File: config.mk
export PLATFORM = sky130hd
export DESIGN_NAME = fpu_cvt_sched_flat
export DESIGN_NICKNAME = d
export VERILOG_FILES = /design/src/rtl/fpu_cvt_sched_if.sv /design/src/rtl/fpu_cvt_sched.sv /design/src/flat_wrapper.sv
export SDC_FILE = /design/constraint.sdc
export NUM_CORES = 1
export LEC_CHECK = 0
export BUFFER_PORTS_ARGS = -buffer_cell sky130_fd_sc_hd__buf_2
export CAP_MARGIN = 10
export CORE_MARGIN = 4
export CORE_UTILIZATION = 50
export DETAILED_ROUTE_END_ITERATION = 7
export GPL_TIMING_DRIVEN = 0
export PLACE_DENSITY_LB_ADDON = 0.15
export RECOVER_POWER = 50
export SYNTH_ARGS = -nofsm -noshare
export SYNTH_HDL_FRONTEND = slang
export SYNTH_SLANG_ARGS = --single-unit
export TNS_END_PERCENT = 50
File: constraint.sdc
create_clock -name clk -period 5.36 [get_ports clk]
set_input_delay 0.804 -clock clk [delete_from_list [all_inputs] [get_ports clk]]
set_output_delay 0.804 -clock clk [all_outputs]
set_load 0.01 [all_outputs]
File: src/rtl/fpu_cvt_sched_if.sv
// Request/result bundle for fpu_cvt_sched.
//   Requester A (load path) and B (execute path): req/op/src/tag in, gnt out.
//   op 0 = single-to-double, 1 = double-to-single; single operands and
//   results live in the low 32 bits.
//   Result channel: dst_valid/dst/dst_tag/dst_src out, dst_ready in.
// slave modport is the converter side, master is the requester/consumer side.
interface fpu_cvt_sched_if;
  logic        a_req;
  logic        a_op;
  logic [63:0] a_src;
  logic [3:0]  a_tag;
  logic        a_gnt;
  logic        b_req;
  logic        b_op;
  logic [63:0] b_src;
  logic [3:0]  b_tag;
  logic        b_gnt;
  logic        dst_valid;
  logic        dst_ready;
  logic [63:0] dst;
  logic [3:0]  dst_tag;
  logic        dst_src;

  modport slave (
    input  a_req, a_op, a_src, a_tag,
    input  b_req, b_op, b_src, b_tag,
    input  dst_ready,
    output a_gnt, b_gnt,
    output dst_valid, dst, dst_tag, dst_src
  );

  modport master (
    output a_req, a_op, a_src, a_tag,
    output b_req, b_op, b_src, b_tag,
    output dst_ready,
    input  a_gnt, b_gnt,
    input  dst_valid, dst, dst_tag, dst_src
  );
endinterface

File: src/rtl/fpu_cvt_sched.sv
// Two-requester single<->double precision converter with round-robin arbiter.
//   clk   : rising-edge clock
//   reset : asynchronous active-high reset
//   bus   : fpu_cvt_sched_if.slave (requests A/B, grants, result channel)
// One operation at a time: IDLE (grant) -> CONV (compute) -> HOLD (present
// result until dst_ready). PRIO_B selects who wins the first contention.
module fpu_cvt_sched #(
  parameter bit PRIO_B = 1'b0
) (
  input  logic clk,
  input  logic reset,
  fpu_cvt_sched_if.slave bus
);

  typedef enum logic [1:0] {IDLE, CONV, HOLD} state_t;

  typedef struct packed {
    logic        op;
    logic [63:0] src;
    logic [3:0]  tag;
    logic        who;   // 0 = A, 1 = B
  } req_t;

  state_t state, state_nx;
  req_t   req_in, req_q;
  logic   pri;          // 1 = B wins the next contention
  logic   grant;
  logic   gsel;         // 1 = grant goes to B

  // Conversion of the latched operand. Exponents are rebiased in 12 bits so
  // an out-of-range value shows up as a borrow/large value instead of wrapping.
  function automatic logic [63:0] cvt(input logic op, input logic [63:0] s);
    logic [7:0]  e;
    logic [10:0] ex;
    logic [11:0] ed;
    logic [11:0] es;
    logic [63:0] r;
    e  = s[30:23];
    ex = s[62:52];
    ed = {4'b0, e} + 12'd896;
    es = {1'b0, ex} - 12'd896;
    r  = '0;
    if (!op) begin
      if (e == 8'h00)
        r = '0;
      else if (e == 8'hFF)
        r = {s[31], 11'h7FF, s[22:0], 29'b0};
      else
        // ed never carries for e in 1..254; saturating keeps it from wrapping.
        r = {s[31], ed[10:0] | {11{ed[11]}}, s[22:0], 29'b0};
    end else begin
      if (ex == 11'h000)
        r = '0;
      else if (ex == 11'h7FF)
        r = {32'b0, s[63], 8'hFF, s[51:29]};
      else if (es[11] || es == 12'd0)      // E <= 896: underflow to signed zero
        r = {32'b0, s[63], 31'b0};
      else if (es >= 12'd255)              // E >= 1151: overflow to signed inf
        r = {32'b0, s[63], 8'hFF, 23'b0};
      else
        r = {32'b0, s[63], es[7:0], s[51:29]};
    end
    return r;
  endfunction

  // Arbitration: a lone requester always wins; on contention pri decides.
  always_comb begin
    grant  = (state == IDLE) && (bus.a_req || bus.b_req);
    gsel   = bus.b_req && (!bus.a_req || pri);
    req_in = gsel ? '{op: bus.b_op, src: bus.b_src, tag: bus.b_tag, who: 1'b1}
                  : '{op: bus.a_op, src: bus.a_src, tag: bus.a_tag, who: 1'b0};
  end

  // State register
  always_ff @(posedge clk or posedge reset) begin
    if (reset) state <= IDLE;
    else       state <= state_nx;
  end

  // Next state
  always_comb begin
    state_nx = state;
    case (state)
      IDLE:    if (grant) state_nx = CONV;
      CONV:    state_nx = HOLD;
      HOLD:    if (bus.dst_ready) state_nx = IDLE;
      default: state_nx = IDLE;
    endcase
  end

  // Outputs. Grants are combinational in IDLE so the accept lands on the same
  // edge; they are masked during reset since the FSM sits in IDLE then.
  always_comb begin
    bus.a_gnt     = grant && !gsel && !reset;
    bus.b_gnt     = grant &&  gsel && !reset;
    bus.dst_valid = (state == HOLD);
  end

  // Operand latch, round-robin pointer and result registers
  always_ff @(posedge clk or posedge reset) begin
    if (reset) begin
      req_q       <= '0;
      pri         <= PRIO_B;
      bus.dst     <= '0;
      bus.dst_tag <= '0;
      bus.dst_src <= 1'b0;
    end else begin
      if (grant) begin
        req_q <= req_in;
        pri   <= !gsel;   // the requester not granted now wins next time
      end
      if (state == CONV) begin
        bus.dst     <= cvt(req_q.op, req_q.src);
        bus.dst_tag <= req_q.tag;
        bus.dst_src <= req_q.who;
      end
    end
  end

endmodule

File: src/flat_wrapper.sv
// flat-port wrapper written by rule: the top's interface ports become plain ports
module fpu_cvt_sched_flat 
#(
  parameter bit PRIO_B = 1'b0
)
  (clk, reset, bus_a_req, bus_a_op, bus_a_src, bus_a_tag, bus_b_req, bus_b_op, bus_b_src, bus_b_tag, bus_dst_ready, bus_a_gnt, bus_b_gnt, bus_dst_valid, bus_dst, bus_dst_tag, bus_dst_src);
  fpu_cvt_sched_if bus_i ();
  input  logic clk;
  input  logic reset;
  input wire logic [$bits(bus_i.a_req)-1:0] bus_a_req;
  input wire logic [$bits(bus_i.a_op)-1:0] bus_a_op;
  input wire logic [$bits(bus_i.a_src)-1:0] bus_a_src;
  input wire logic [$bits(bus_i.a_tag)-1:0] bus_a_tag;
  input wire logic [$bits(bus_i.b_req)-1:0] bus_b_req;
  input wire logic [$bits(bus_i.b_op)-1:0] bus_b_op;
  input wire logic [$bits(bus_i.b_src)-1:0] bus_b_src;
  input wire logic [$bits(bus_i.b_tag)-1:0] bus_b_tag;
  input wire logic [$bits(bus_i.dst_ready)-1:0] bus_dst_ready;
  output wire logic [$bits(bus_i.a_gnt)-1:0] bus_a_gnt;
  output wire logic [$bits(bus_i.b_gnt)-1:0] bus_b_gnt;
  output wire logic [$bits(bus_i.dst_valid)-1:0] bus_dst_valid;
  output wire logic [$bits(bus_i.dst)-1:0] bus_dst;
  output wire logic [$bits(bus_i.dst_tag)-1:0] bus_dst_tag;
  output wire logic [$bits(bus_i.dst_src)-1:0] bus_dst_src;
  assign bus_i.a_req = bus_a_req;
  assign bus_i.a_op = bus_a_op;
  assign bus_i.a_src = bus_a_src;
  assign bus_i.a_tag = bus_a_tag;
  assign bus_i.b_req = bus_b_req;
  assign bus_i.b_op = bus_b_op;
  assign bus_i.b_src = bus_b_src;
  assign bus_i.b_tag = bus_b_tag;
  assign bus_i.dst_ready = bus_dst_ready;
  assign bus_a_gnt = bus_i.a_gnt;
  assign bus_b_gnt = bus_i.b_gnt;
  assign bus_dst_valid = bus_i.dst_valid;
  assign bus_dst = bus_i.dst;
  assign bus_dst_tag = bus_i.dst_tag;
  assign bus_dst_src = bus_i.dst_src;
  fpu_cvt_sched #(.PRIO_B(PRIO_B)) u_core (.clk(clk), .reset(reset), .bus(bus_i));
endmodule
==> results.cfg <==
[sta]
hold_viol_final = 0
period_share = 0.6243
setup_viol = 0
rsz0062_at_grt = no
worst_slew_pin_slew_ns = 1.391
slew_viol_final = 0
min_period_ns = 3.346
clock_skew_ns = 0.007146
setup_tns_ns = 0
whs_ns = 0.4679
slew_headroom = 0.06254
fmax_mhz = 298.8

[setup_path]
cp-start-kind = input port
crit_required_ns = 4.56
arrival_ns = 2.54
cp-end-kind = primary output
regToRegEndpoint = u_core.req_q[12]
worstSetupPathType = in2out
crit_end = bus_a_gnt
rr_worst_depth = 8
reg2reg_from = u_core.state[1]
critPathLaunch = bus_b_req
path_max_fanout = 9
r2r_slack_ns = 2.77

[placed_design]
hpwlAfterDp_um = 12470
dpl_cell_area_um2 = 7197
dp_cells = 935
routabilityCongestion = 0.8445
port-buffer-count = 214

[cts]
cts_tree = done
h-tree-depth = 4
clk_pin_slew_ns = 0.06
clockBufferDepth = 2
clk_latency_ns = 0.42
root_buffer = clkbuf_16
cts-resized-gates = 0
cts_hold_buf = 0
cts_buffers = 17
clock_sinks = 140
post-cts-setup-buffer-count = 0

[route]
drc = 0
vias_per_cell = 5.638
wire_per_inst_um = 17.99
ant_nets = 0
routed_wl_um = 17410
drt_iter0_drc = 602
drt_pass1_iterations = 6
vias = 5458

[floorplanning]
core_um2 = 11520
rows = 39
die-area_um2 = 13630
die_w_um = 116.8
ioPinCount = 215
start_util = 0.5136
die_y_um = 116.8

[logic_synthesis]
synth_cells = 577
yosys_warnings = 0
avgSynthCellArea_um2 = 10.25
netlist.area_leader.share = 0.5923
synth-seq-cells = 140
yosysTopAreaCell = dfrtp_1
netlist_area_um2 = 5914
yosys-top-cells-area = dfrtp_1, a222oi_1, nand2_1
syn_nets = 721
yosysSeqAreaShare = 0.5923
synth_cell_type_count = 34

[grt]
grt_pass1_vias = 5447
grt_pass1_wl_um = 27080
grt_usage = 0.2599
grt-ovfl-total = 0
grt_max_degree = 72
antenna_found_initial = 2

[worst_hold_path]
hold_path_class = reg2reg

[finish]
design_area_um2 = 7767
mostFrequentLayoutCells = buf_2, dfrtp_1, nand2_1
final_nets = 955
drive_above_1_share = 0.2925
finalNonFillerCells = 968
final_common_cell = buf_2
fillers = 957
syn_to_final_growth_pct = 31.33

[job]
cap_violations = 0

[power]
max-vdd-ir-drop_mv = 0.3383
power_density_nw_per_um2 = 604.2
p_leak_nw = 4.058

[status]
status = finished, final reports clean
## cell families after synthesis
| family | synth area share |
|---|---|
| flops | 0.5923 |
| fa+ha+maj | 0.002115 |
| simple gates | 0.1299 |
| buf+inv | 0.07954 |
| compound gates | 0.1931 |
| xor+xnor | 0.002962 |
## power breakdown
part / internal [mW] / switching [mW]
Clock: 0.785 / 0.447
Sequential: 1.49 / 0.310
Combinational: 0.636 / 1.03
## final cells by class
| cell class | count | area, um^2 | area share |
|---|---|---|---|
| multi-input combinational | 319 | 1937 | 0.2494 |
| inverter | 74 | 282.8 | 0.03640 |
| antenna | 1 | 2.502 | 0.0003222 |
| tap | 143 | 178.9 | 0.02303 |
| sequential | 140 | 3503 | 0.4510 |
| clock buffer | 19 | 442.9 | 0.05702 |
| clock inverter | 13 | 172.7 | 0.02223 |
| buffer | 44 | 192.7 | 0.02481 |
| timing repair buffer | 215 | 1055 | 0.1358 |
## critical path, cell delays in order
cell	delay [ns]
buf_2	0.11
o21ai_0	1.07
inv_1	0.18
and3_1	0.24
buf_2	0.14
## how the worst min path moves through the flow
stage                        from  slack (ns)  cells after the start                    end
2_1_floorplan     u_core.req_q[1]        0.44                      2  u_core.bus.dst_tag[0]
5_1_grt        u_core.bus.dst[56]        0.49                      2     u_core.bus.dst[56]
3_3_place_gp      u_core.req_q[3]        0.45                      2  u_core.bus.dst_tag[2]
3_5_place_dp   u_core.bus.dst[56]        0.45                      2     u_core.bus.dst[56]
6_report       u_core.bus.dst[56]        0.47                      2     u_core.bus.dst[56]
4_1_cts        u_core.bus.dst[56]        0.47                      2     u_core.bus.dst[56]
## flip-flops by register name, summed over array words and instances, names as in the netlist
name / flops
u_core.req_q: 70
u_core.bus.dst: 62
u_core.bus.dst_tag: 4
u_core.state: 2
u_core.bus.dst_src: 1
u_core.pri: 1
## synthesized netlist by cell type, drive strengths merged
cell type and count:
o21ai 55, nand4 3, nand4b 1, dfrtp 140, nor2 11, a21oi 6
a21o 4, or4 1, nand3b 9, nor3 2, or3b 1, or3 1
nand2b 2, nand2 134, nand3 5, and2 2, and3 1, o31a 1
inv 74, nor2b 1, clkbuf 36, nor4 5, buf 8, o21bai 1
ha 1, xnor2 2, o32ai 1, a222oi 69
## through the flow
stage               power, mW  utilization  setup slack [ns]
global route            5.029       0.6743             1.920
global placement        3.413       0.6221            -1.005
detailed placement      3.486       0.6249             2.316
floorplan               2.862            -            0.3023
finish                  4.693       0.6745             2.014
CTS                     4.730       0.6784             2.305
## layer usage
layer	GRT usage	up-vias	routed length (um)
met1	0.3160	2699	6793
met5	0	-	20
met4	0.09709	4	348
met3	0.07668	37	1443
met2	0.4391	217	8807
li1	-	2501	-
(Power assumes the default switching activity.)
